$ cat config.mk
export PLATFORM = sky130hd
export DESIGN_NAME = microsequencer
export DESIGN_NICKNAME = d
export VERILOG_FILES = /design/src/rtl/microsequencer_pkg.sv /design/src/rtl/microsequencer_nextaddr.sv /design/src/rtl/microsequencer.sv
export SDC_FILE = /design/constraint.sdc
export NUM_CORES = 1
export LEC_CHECK = 0
export BUFFER_PORTS_ARGS = -buffer_cell sky130_fd_sc_hd__buf_4
export CAP_MARGIN = 20
export CORE_MARGIN = 4
export CORE_UTILIZATION = 51
export DETAILED_ROUTE_END_ITERATION = 12
export PLACE_DENSITY = 0.86
export SYNTH_ARGS = -nofsm -noshare
export SYNTH_HDL_FRONTEND = slang
export SYNTH_SLANG_ARGS = --single-unit
$ cat constraint.sdc
create_clock -name clk -period 1.93 [get_ports clk]
set_input_delay 0.0965 -clock clk [delete_from_list [all_inputs] [get_ports clk]]
set_output_delay 0.0965 -clock clk [all_outputs]
set_load 0.05 [all_outputs]
$ cat src/rtl/microsequencer_pkg.sv
// Microsequencer shared definitions: next-address modes and default sizes.
// Imported by the next-address selector and the register top.
package microsequencer_pkg;

  localparam int UADDR_W   = 7;
  localparam int MOC_LIMIT = 255;
  localparam int CNT_W     = 8;

  typedef enum logic [2:0] {
    NS_INC    = 3'b000,
    NS_JUMP   = 3'b001,
    NS_DECODE = 3'b010,
    NS_COND   = 3'b011,
    NS_WAIT   = 3'b100,
    NS_CALL   = 3'b101,
    NS_RET    = 3'b110,
    NS_FETCH  = 3'b111
  } ns_e;

endpackage

$ cat src/rtl/microsequencer_nextaddr.sv
// Combinational next-address selection for the microsequencer.
// Also flags a MOC wait that is still holding.
module microsequencer_nextaddr #(
  parameter int UADDR_W = microsequencer_pkg::UADDR_W
) (
  input  logic [2:0]         ns_i,
  input  logic               inv_i,
  input  logic [UADDR_W-1:0] cr_addr_i,
  input  logic [UADDR_W-1:0] dec_addr_i,
  input  logic               cond_i,
  input  logic               moc_i,
  input  logic [UADDR_W-1:0] index_i,
  input  logic [UADDR_W-1:0] ret_i,
  output logic [UADDR_W-1:0] next_o,
  output logic [UADDR_W-1:0] inc_o,
  output logic               waiting_o
);
  import microsequencer_pkg::*;

  logic cond_pass;
  logic moc_pass;

  // inc wraps naturally at the address width
  assign inc_o     = index_i + 1'b1;
  assign cond_pass = cond_i ^ inv_i;
  assign moc_pass  = moc_i ^ inv_i;
  assign waiting_o = (ns_e'(ns_i) == NS_WAIT) && !moc_pass;

  always_comb begin
    next_o = inc_o;
    unique case (ns_e'(ns_i))
      NS_INC:    next_o = inc_o;
      NS_JUMP:   next_o = cr_addr_i;
      NS_DECODE: next_o = dec_addr_i;
      NS_COND:   next_o = cond_pass ? cr_addr_i : inc_o;
      NS_WAIT:   next_o = moc_pass ? inc_o : index_i;
      NS_CALL:   next_o = cr_addr_i;
      NS_RET:    next_o = ret_i;
      NS_FETCH:  next_o = '0;
      default:   next_o = inc_o;
    endcase
  end

endmodule

$ cat src/rtl/microsequencer.sv
// Microsequencer: microstore address register, single-entry return
// register and MOC-wait watchdog with sticky timeout flag.
module microsequencer #(
  parameter int UADDR_W   = microsequencer_pkg::UADDR_W,
  parameter int MOC_LIMIT = microsequencer_pkg::MOC_LIMIT
) (
  input  logic               clk,
  input  logic               reset,
  input  logic [2:0]         ns,
  input  logic               inv,
  input  logic [UADDR_W-1:0] cr_addr,
  input  logic [UADDR_W-1:0] dec_addr,
  input  logic               cond,
  input  logic               moc,
  output logic [UADDR_W-1:0] index,
  output logic               waiting,
  output logic               moc_timeout
);
  import microsequencer_pkg::*;

  localparam logic [CNT_W-1:0] LIMIT = CNT_W'(MOC_LIMIT);

  logic [UADDR_W-1:0] index_q, index_d;
  logic [UADDR_W-1:0] ret_q, ret_d;
  logic [CNT_W-1:0]   cnt_q, cnt_d;
  logic               to_q, to_d;
  logic [UADDR_W-1:0] next;
  logic [UADDR_W-1:0] inc;
  logic               wait_w;

  microsequencer_nextaddr #(
    .UADDR_W (UADDR_W)
  ) u_nextaddr (
    .ns_i       (ns),
    .inv_i      (inv),
    .cr_addr_i  (cr_addr),
    .dec_addr_i (dec_addr),
    .cond_i     (cond),
    .moc_i      (moc),
    .index_i    (index_q),
    .ret_i      (ret_q),
    .next_o     (next),
    .inc_o      (inc),
    .waiting_o  (wait_w)
  );

  always_comb begin
    index_d = next;
    ret_d   = ret_q;
    cnt_d   = '0;
    to_d    = to_q;
    if (ns_e'(ns) == NS_CALL) begin
      ret_d = inc;
    end
    // a stalled memory op abandons the routine and refetches
    if (wait_w && (cnt_q == LIMIT)) begin
      to_d    = 1'b1;
      index_d = '0;
      cnt_d   = '0;
    end else if (wait_w) begin
      cnt_d = cnt_q + 1'b1;
    end
  end

  always_ff @(posedge clk) begin
    if (reset) begin
      index_q <= '0;
      ret_q   <= '0;
      cnt_q   <= '0;
      to_q    <= 1'b0;
    end else begin
      index_q <= index_d;
      ret_q   <= ret_d;
      cnt_q   <= cnt_d;
      to_q    <= to_d;
    end
  end

  assign index       = index_q;
  assign waiting     = wait_w;
  assign moc_timeout = to_q;

endmodule

Word level (Yosys, flattened, before mapping). Cells that the tools add are included. Widths: inputs -> output; s select.

Input port bits: 22. Bits in registers: 23. Logic and storage cells: 28.

Add/sub/neg operators: 2. Reduce and logical (&&, ||, !) cells: 7. Equality and inequality tests: 9. Bitwise gates (word level): 3. Mux-type cells: 3.

Operators with widths (count): $pmux 7 s7 (1); $mux 7 (2); $eq 3x3->1 const B (4); $add 8x1->8 const B (1); $eq 8x8->1 const B (1); $add 7x1->7 const B (1); $eq 3x2->1 const B (2); $reduce_or 2->1 (2); $eq 3x1->1 const B (1); $logic_not 3->1 (1); $reduce_or 3->1 (1); $logic_and 1x1->1 (2); $ne 2x1->1 const B (1); $xor 1x1->1 (2); $logic_not 1->1 (1); $not 1->1 (1).

Logic depth before layout (Yosys ltp). Gate-level depths: netlist (run 1).

Depth after elaboration: 5. Mapped depth: 6. Depth with buffers taken out: 5.

Modules after synthesis. A second synthesis (run 1) with hierarchy kept.

Cell total of the unflattened synthesis: 146. Area total of the unflattened synthesis: 1293.7 um^2.

Modules (own cells, without submodules): microsequencer (area an instance 809.5 um^2, cells each 78, instances 1, seq. area each 460.4 um^2); microsequencer_nextaddr (area an instance 484.2 um^2, cells each 68, instances 1, seq. area each 0.0 um^2).

Worst setup path before layout (run 1). No wires, ideal clock.

Kind: register -> register. From: register index_q[0], in the netlist index[0]. To: register index_q[4], in the netlist index[4]. Cell stages (with the launch flop): 6. Data required time: 1.796 ns. Period minus slack after synthesis: 1.746 ns. Setup slack: 0.184 ns. Arrival: 1.612 ns. Path buffers: 0. Cells stage by stage: dfxtp_1 > ha_1 > nand3_1 > xnor2_1 > a221oi_1 > a211oi_1.

Word-level cells in the longest chain between the ends: 3. Elaborated cells on any way between the ends: 4. Classes of those cells: add/sub (1); mux (3).

Ends and longest elaborated chain: from (decl) (line microsequencer.sv:23) `logic [UADDR_W-1:0] index_q, index_d;`; from (signal assigned) (line microsequencer.sv:72) `index_q <= index_d;`; $add 7x1->7 * (line microsequencer_nextaddr.sv:24) `assign inc_o = index_i + 1'b1;`; $mux 7 (on tied branches) (line microsequencer_nextaddr.sv:36, microsequencer_nextaddr.sv:35); $pmux 7 s7 * (line microsequencer_nextaddr.sv:31) `unique case (ns_e'(ns_i))`.

Every way passes the cells marked *; elsewhere a longest branch is shown, timed or not. The select of a mux whose other input is x is not followed. A chain may end at the register's enable or synchronous reset.

Worst setup path in the final report (run 1). Same ends and word-level chain as after synthesis.

==> reports/metrics.yaml, run 1 <==
grt:
  gr-total-overflow: 0
  grt_max_degree: 17
  grt.total_usage_pct: 18.51
  first_global_vias: 1079
  grt_pass1_wl_microns: 4809
  antenna_found_initial: 0
route:
  wl_microns: 2831
  vias: 1111
  ant_nets: 0
  vias_per_cell: 5.727
  routedWlPerCell_microns: 14.59
  drc: 0
  drtIter0Drc: 25
  first_pass_iters: 4
synth:
  synthesis.nets: 160
  synthesis.area_sq_mm: 0.001184
  synth-warning-count: 0
  seq_area_frac_synth_pct: 38.90
  synth_edf_count: 0
  syn_inst: 136
  synthFlopType: "dfxtp_1"
  avgSynthCellArea_sq_um: 8.703
  ys_ff_latch: 23
  synth.distinct_cells: 32
  synth-async-reset-ratio_pct: 0
timing:
  maxSlewViolCount: 0
  timing_worst_slew_pin_value_ns: 0.5574
  clock_skew_ns: 0.005697
  rsz0062_at_grt: "false"
  period_minus_slack_ns: 1.538
  fin_crit_sh_pct: 79.71
  max-slew-margin-rel_pct: 62.84
  setup_ws_ns: 0.3916
  fin_setup_tns_ns: 0
  finalSetupViolations: 0
  max_freq_mhz: 650.0
  hold_violations: 0
clock_network:
  clock_sinks: 23
  cts_setup_buffers: 0
  cts_root_buf: "clkbuf_4"
  cts_max_level: 1
  hold_buffers: 0
  numCtsBuffers: 3
  cts_tree: "yes"
  post_cts_resize_count: 0
  clock_latency_ns: 0.31
  clock_path_buffers: 2
  clk_pin_slew_ns: 0.13
power_and_ir_drop:
  p_per_area_mw_per_mm2: 648.6
  power_mw: 0.9463
  irDropWorstVdd_uv: 437.1
  p_leak_nw: 0.5653
setup_path:
  r2r_start: "index[0]"
  arrival_ns: 1.78
  endpoint_kind: "flip-flop"
  path_max_fanout: 6
  rr_worst_depth: 5
  reg2reg_slack_ns: 0.39
  crit_required_ns: 2.17
  worstSetupPathType: "flip-flop to flip-flop"
  r2r_end: "index[4]"
  critPathLaunchType: "flip-flop"
floorplanning:
  dieArea_sq_mm: 0.003156
  die_h_microns: 56.18
  fp.dieW_microns: 56.18
  start_util_pct: 53.51
  core_area_sq_mm: 0.002212
  io_pins: 31
  fp-row-count: 17
placed_design:
  gp_congestion: 0.7775
  hpwl_microns: 2199
  post-place-ws_ns: 0.2434
  placed_cell_area_sq_mm: 0.001431
  io_buffers: 30
finish:
  diodes: 0
  layout.cell_area.non_filler_sq_mm: 0.001459
  area_delta_synth_final_pct: 23.26
  final_util_pct: 65.95
  nFillCells: 192
  nets: 191
  drive_gt1_share_pct: 27.11
run:
  drv_cap: 0
worst_hold_path:
  worstHoldEndpoint: "index[1]"
  worstHoldPathType: "input port to flip-flop"
  hold_start: "cr_addr[1]"
  hold_path_depth: 3
outcome:
  status: "finished, final reports clean"
## critical path: stages, from the launching register on
cell and delay [ns]:
dfxtp_1 0.47, ha_1 0.24, nand3_1 0.16, xnor2_1 0.25, a221oi_1 0.11, a211oi_1 0.24
## cell usage in the layout, fill, tap and decap left out, types with 2 or more instances in the layout
| master | instances |
|---|---|
| buf_4 | 33 |
| inv_1 | 3 |
| nor3b_1 | 3 |
| clkbuf_4 | 3 |
| o21ai_0 | 2 |
| xor2_1 | 4 |
| xnor2_1 | 7 |
| nand2_1 | 9 |
| a221oi_1 | 6 |
| dfxtp_1 | 23 |
| ha_1 | 2 |
| nand3_1 | 5 |
| mux2_2 | 7 |
| nor2_1 | 19 |
| o21a_1 | 2 |
| a21oi_1 | 9 |
| nor3_1 | 5 |
| a211oi_1 | 8 |
| mux2i_1 | 4 |
## per-stage QoR
step	hold WS [ns]	cells
5_1_grt	0.03434	194
3_5_place_dp	0.3706	190
3_3_place_gp	0.3620	190
6_report	0.02988	194
2_1_floorplan	0.1693	136
4_1_cts	0.02691	194
## where the power goes
part	switching (mW)	total, mW	internal (mW)
Clock	0.146	0.223	0.0775
Sequential	0.0204	0.513	0.493
Combinational	0.116	0.209	0.0936
Total	0.282	0.946	0.664
## cell families after synthesis
family,synth area share [%]
AO/OA/AOI/OAI,17.34
adder cells (fa/ha/maj),2.114
buffers and inverters,4.227
XOR/XNOR,8.139
multiplexers,10.04
AND/OR/NAND/NOR,19.24
flip-flops,38.90
## flip-flops by register name (all words and copies together) (netlist names)
register	flops
index	7
ret_q	7
moc_timeout	1
cnt_q	8
## per-layer routing
| layer | wire (microns) | part of all wire [%] | vias to the layer above | GRT usage [%] |
|---|---|---|---|---|
| li1 | - | - | 548 | - |
| met1 | 1142 | 40 | 510 | 24.08 |
| met2 | 1431 | 51 | 49 | 33.06 |
| met3 | 229 | 8.1 | 4 | 2.088 |
| met4 | 29 | 1.0 | 0 | 3.051 |
| met5 | 0 | 0 | - | 0 |
## worst max path at each step
stage / start / cells past startpoint / slack, ns / to
floorplan: index[0] / 5 / 0.18 / index[4]
global placement: inv / 5 / 0.30 / cnt_q[5]
detailed placement: inv / 5 / 0.24 / cnt_q[1]
CTS: index[0] / 5 / 0.41 / index[4]
global route: index[0] / 5 / 0.25 / index[6]
finish: index[0] / 5 / 0.39 / index[4]
## cell usage after synthesis, types with 2 or more instances
| cell | number | share of area, % |
|---|---|---|
| a211oi_1 | 8 | 5.1 |
| o21ai_0 | 2 | 0.85 |
| dfxtp_1 | 23 | 39 |
| inv_1 | 3 | 0.95 |
| o21a_1 | 2 | 1.3 |
| xor2_1 | 4 | 3.0 |
| nor3_1 | 5 | 2.1 |
| clkbuf_1 | 4 | 1.3 |
| a221oi_1 | 6 | 4.4 |
| mux2i_1 | 4 | 3.4 |
| nand2_1 | 9 | 2.9 |
| nor2_1 | 19 | 6.0 |
| mux2_2 | 7 | 6.7 |
| a21oi_1 | 9 | 3.8 |
| nor3b_1 | 3 | 1.9 |
| ha_1 | 2 | 2.1 |
| nand3_1 | 5 | 2.1 |
| xnor2_1 | 7 | 5.2 |
## cell type report
type | instances | area [sq um] | share of cell area, %
multi-input cells | 102 | 673.1 | 46.14
flip-flops and latches | 23 | 460.4 | 31.56
repair buffers | 33 | 247.7 | 16.98
well taps | 28 | 35.03 | 2.401
clock buffers | 3 | 22.52 | 1.544
inverters | 4 | 15.01 | 1.029
clock inverters | 1 | 5.005 | 0.3431
Power figures use the tool's default switching activity.
==> run 2: changes to the inputs <==
ABC_AREA = 1   (was default)
CORE_UTILIZATION = 48   (was 51)
PLACE_DENSITY = 0.83   (was 0.86)
clock period = 1.3 ns   (was 1.93 ns; I/O delays follow)
==> run 2 against run 1 <==
Non-clock buffer count grew 5. Sequential share of layout area shrank 4.8 points. Worst hold slack improved by 0.032 ns. Setup slack got worse by 0.38 ns. Clock skew decreased by 0.0024 ns. Core utilization is 2.5 points higher. Synthesized cell count rose by 56%. Synthesized area up 14%. Final cell count grew 45%. Die area grew 18%. Count of clock-buffer cells in the layout unchanged. Clock power is 52% higher. Highest routed layer unchanged.
==> reports/metrics.yaml, run 2 <==
setup_path:
  cp_slowest_stage_delay_ns: 0.38  # -0.09 ns
  worst_path_most_repeated_cell: "nand2_2"
  critPathTopFamily: "simple AND/OR/NAND/NOR gates"
  crit_chain: "ha_4, nand2_2, inv_2, nand2_2, nor2_4, nand2_4, nand2_2, nor2_2, nand2_1, inv_1"
  endpoint_kind: "flip-flop"
  rr_worst_depth: 10  # +5
  r2r_end: "index[0]"
  crit_end: "index[0]"
  r2r_start: "cnt_q[1]"
  slowest_stage: "dfxtp_2"
  arrival_ns: 1.51  # -0.27 ns
  cp-startpoint: "cnt_q[1]"
  crit_cells: 10  # +5
  reg2reg_slack_ns: 0.02  # -0.38 ns
  critPathLaunchType: "flip-flop"
  critPathBufInv: 2  # +2
  crit_required_ns: 1.53  # -0.64 ns
  path_max_fanout: 5  # -1
  worstSetupPathType: "flip-flop to flip-flop"
placed_design:
  hpwl_microns: 2313  # +5.2%
  io_buffers: 30  # unchanged
  gp_congestion: 0.8859  # +14%
  dp.cells: 274  # +44%
synth:
  post-synth-top-count-cell: "nand2_1"
  synth-async-reset-ratio_pct: 0  # unchanged
  synth.distinct_cells: 23  # -28%
  syn_inst: 212  # +56%
  synth_top_area_cell: "dfxtp_1"
  synthesis.area_sq_mm: 0.001354  # +14%
  synth_edf_count: 0  # unchanged
  ys_ff_latch: 23  # unchanged
  seq_area_frac_synth_pct: 34.01  # -4.9 points
  synth-warning-count: 0  # unchanged
  avgSynthCellArea_sq_um: 6.386  # -27%
  synth_top_area_share_pct: 34.01  # -4.9 points
  synthesis.nets: 236  # +48%
  synthFlopType: "dfxtp_1"
  synthTopCellsByArea: "dfxtp_1, nand2_1, inv_1"
  yosys-top-cells-count: "nand2_1, inv_1, nor2_1"
route:
  wl_met3_microns: 131  # -43%
  ant_nets: 0  # unchanged
  first_pass_iters: 4  # unchanged
  drt-met1-wl_microns: 1361  # +19%
  vias: 1377  # +24%
  routedWlPerCell_microns: 11.34  # -22%
  top_layer: "met4"
  vias_per_cell: 4.883  # -15%
  drtIter0Drc: 59  # +140%
  dr_wl_met2_microns: 1682  # +18%
  wl_microns: 3197  # +13%
  drc: 0  # unchanged
finish:
  area_delta_synth_final_pct: 30.87
  nets: 277  # +45%
  diodes: 0  # unchanged
  final_cells: 282  # +45%
  layout_common_cells: "nand2_1, buf_4, inv_1"
  layout.cells.most_common: "nand2_1"
  drive_gt1_share_pct: 28.97  # +1.9 points
  top_register: "cnt_q"
  largest_reg_flops: 8  # unchanged
timing:
  timing.hold.ws_ns: 0.06224  # +0.03236 ns
  finalSetupViolations: 0  # unchanged
  max-slew-margin-rel_pct: 69.93  # +7.1 points
  max_freq_mhz: 779.1  # +20%
  hold_violations: 0  # unchanged
  maxSlewViolCount: 0  # unchanged
  fin_crit_sh_pct: 98.73  # +19 points
  clock_skew_ns: 0.003285  # -0.002412 ns
  period_minus_slack_ns: 1.284  # -0.2549 ns
  timing_worst_slew_pin_value_ns: 0.4498  # -0.1075 ns
  rsz0062_at_grt: "true"
floorplanning:
  core_area_sq_mm: 0.002590  # +17%
  die_h_microns: 61.11  # +8.8%
  fp-row-count: 18  # +1
  fp.dieW_microns: 61.11  # +8.8%
  io_pins: 31  # unchanged
  dieArea_sq_mm: 0.003734  # +18%
  start_util_pct: 52.27  # -1.2 points
power_and_ir_drop:
  p_sw_share_pct: 31.38  # +1.6 points
  p_leak_nw: 0.8622  # +53%
  p_per_area_mw_per_mm2: 814.1  # +26%
  irDropWorstVdd_uv: 894.3  # +100%
  p_sw_mw: 0.4527  # +60%
  clockPowerShare_pct: 23.5  # about the same
  intPower_mw: 0.9898  # +49%
  p_comb_share_pct: 23.9  # +1.8 points
  p_seq_share_pct: 52.6  # -1.7 points
clock_network:
  clock_path_buffers: 2  # unchanged
  clock_latency_ns: 0.31  # about the same
  clk_pin_slew_ns: 0.13  # about the same
  clock_sinks: 23  # unchanged
  numCtsBuffers: 3  # unchanged
  cts_tree: "yes"
  cts_root_buf: "clkbuf_4"
  cts_max_level: 1  # unchanged
grt:
  grt_max_degree: 15  # -2
  gr-total-overflow: 0  # unchanged
  grt_pass1_wl_microns: 5016  # +4.3%
  first_global_vias: 1215  # +13%
  antenna_found_initial: 0  # unchanged
  grt.total_usage_pct: 17.65  # -0.85 points
outcome:
  status: "finished, final reports clean"
worst_hold_path:
  worstHoldPathType: "input port to flip-flop"
run:
  drv_cap: 0  # unchanged
[run 2: worst register-to-register path, delay by kind of cell (launching register included)]
| family | cells | cell delay [ns] |
|---|---|---|
| buf+inv | 2 | 0.12 |
| fa+ha+maj | 1 | 0.14 |
| flops | 1 | 0.38 |
| simple gates | 7 | 0.57 |
[run 2: power by group through the flow]
stage / logic [mW] / clock network, mW / registers [mW]
final: 0.344 / 0.339 / 0.759
after global placement: 0.327 / 0 / 0.774
after CTS: 0.337 / 0.346 / 0.759
after detailed placement: 0.332 / 0 / 0.774
after floorplan: 0.147 / 0 / 0.835
after global routing: 0.382 / 0.381 / 0.763
[run 2: metrics by stage]
stage	area [sq um]	util (%)	power [mW]	setup TNS, ns	worst slack [ns]
floorplan	1365	-	0.9814	0	0.004608
global placement	1648	63.62	1.102	0	0.02714
detailed placement	1648	63.62	1.106	-0.05874	-0.02799
CTS	1690	65.27	1.442	0	0.01201
global route	1772	68.41	1.525	-0.4533	-0.05235
finish	1772	68.41	1.442	0	0.01647
[run 2: final cells by class]
type	instances	area, sq um
multi-input combinational	150	803.3
tap	30	37.54
sequential	23	474.2
clock inverter	1	7.507
clock buffer	3	22.52
fill	255	818.3
timing repair buffer	38	287.8
inverter	37	138.9
[run 2: worst min path at each step]
stage / start / to / slack [ns] / depth (start not counted)
detailed placement: reset / moc_timeout / 0.30 / 2
floorplan: reset / moc_timeout / 0.13 / 1
global route: cr_addr[2] / index[2] / 0.08 / 5
CTS: cr_addr[5] / index[5] / 0.05 / 5
global placement: reset / moc_timeout / 0.30 / 2
finish: cr_addr[3] / index[3] / 0.06 / 5
[run 2: per-layer routing]
layer  track usage [%]  vias up
li1                  -      747
met1             21.31      610
met2             31.42       18
met3             4.193        2
met4             4.334        0
met5                 0        -
[run 2: kinds of logic (layout without fill, tap and decap cells)]
kind of cell	Yosys count	count (layout)	synth area share, %
buf+inv	40	79	11.55
fa+ha+maj	2	2	1.848
flops	23	23	34.01
simple gates	109	110	34.84
compound gates	34	34	15.16
xor+xnor	4	4	2.588
[run 2: timing repair]
action                                 4_1_cts  5_1_grt
gates cloned                                 0        1
setup buffers                                0        2
hold buffers                                 1        0
resized for setup                            1       19
pin swaps                                    1        7
setup endpoints to repair                   15       16
endpoints found under the hold margin        1        0
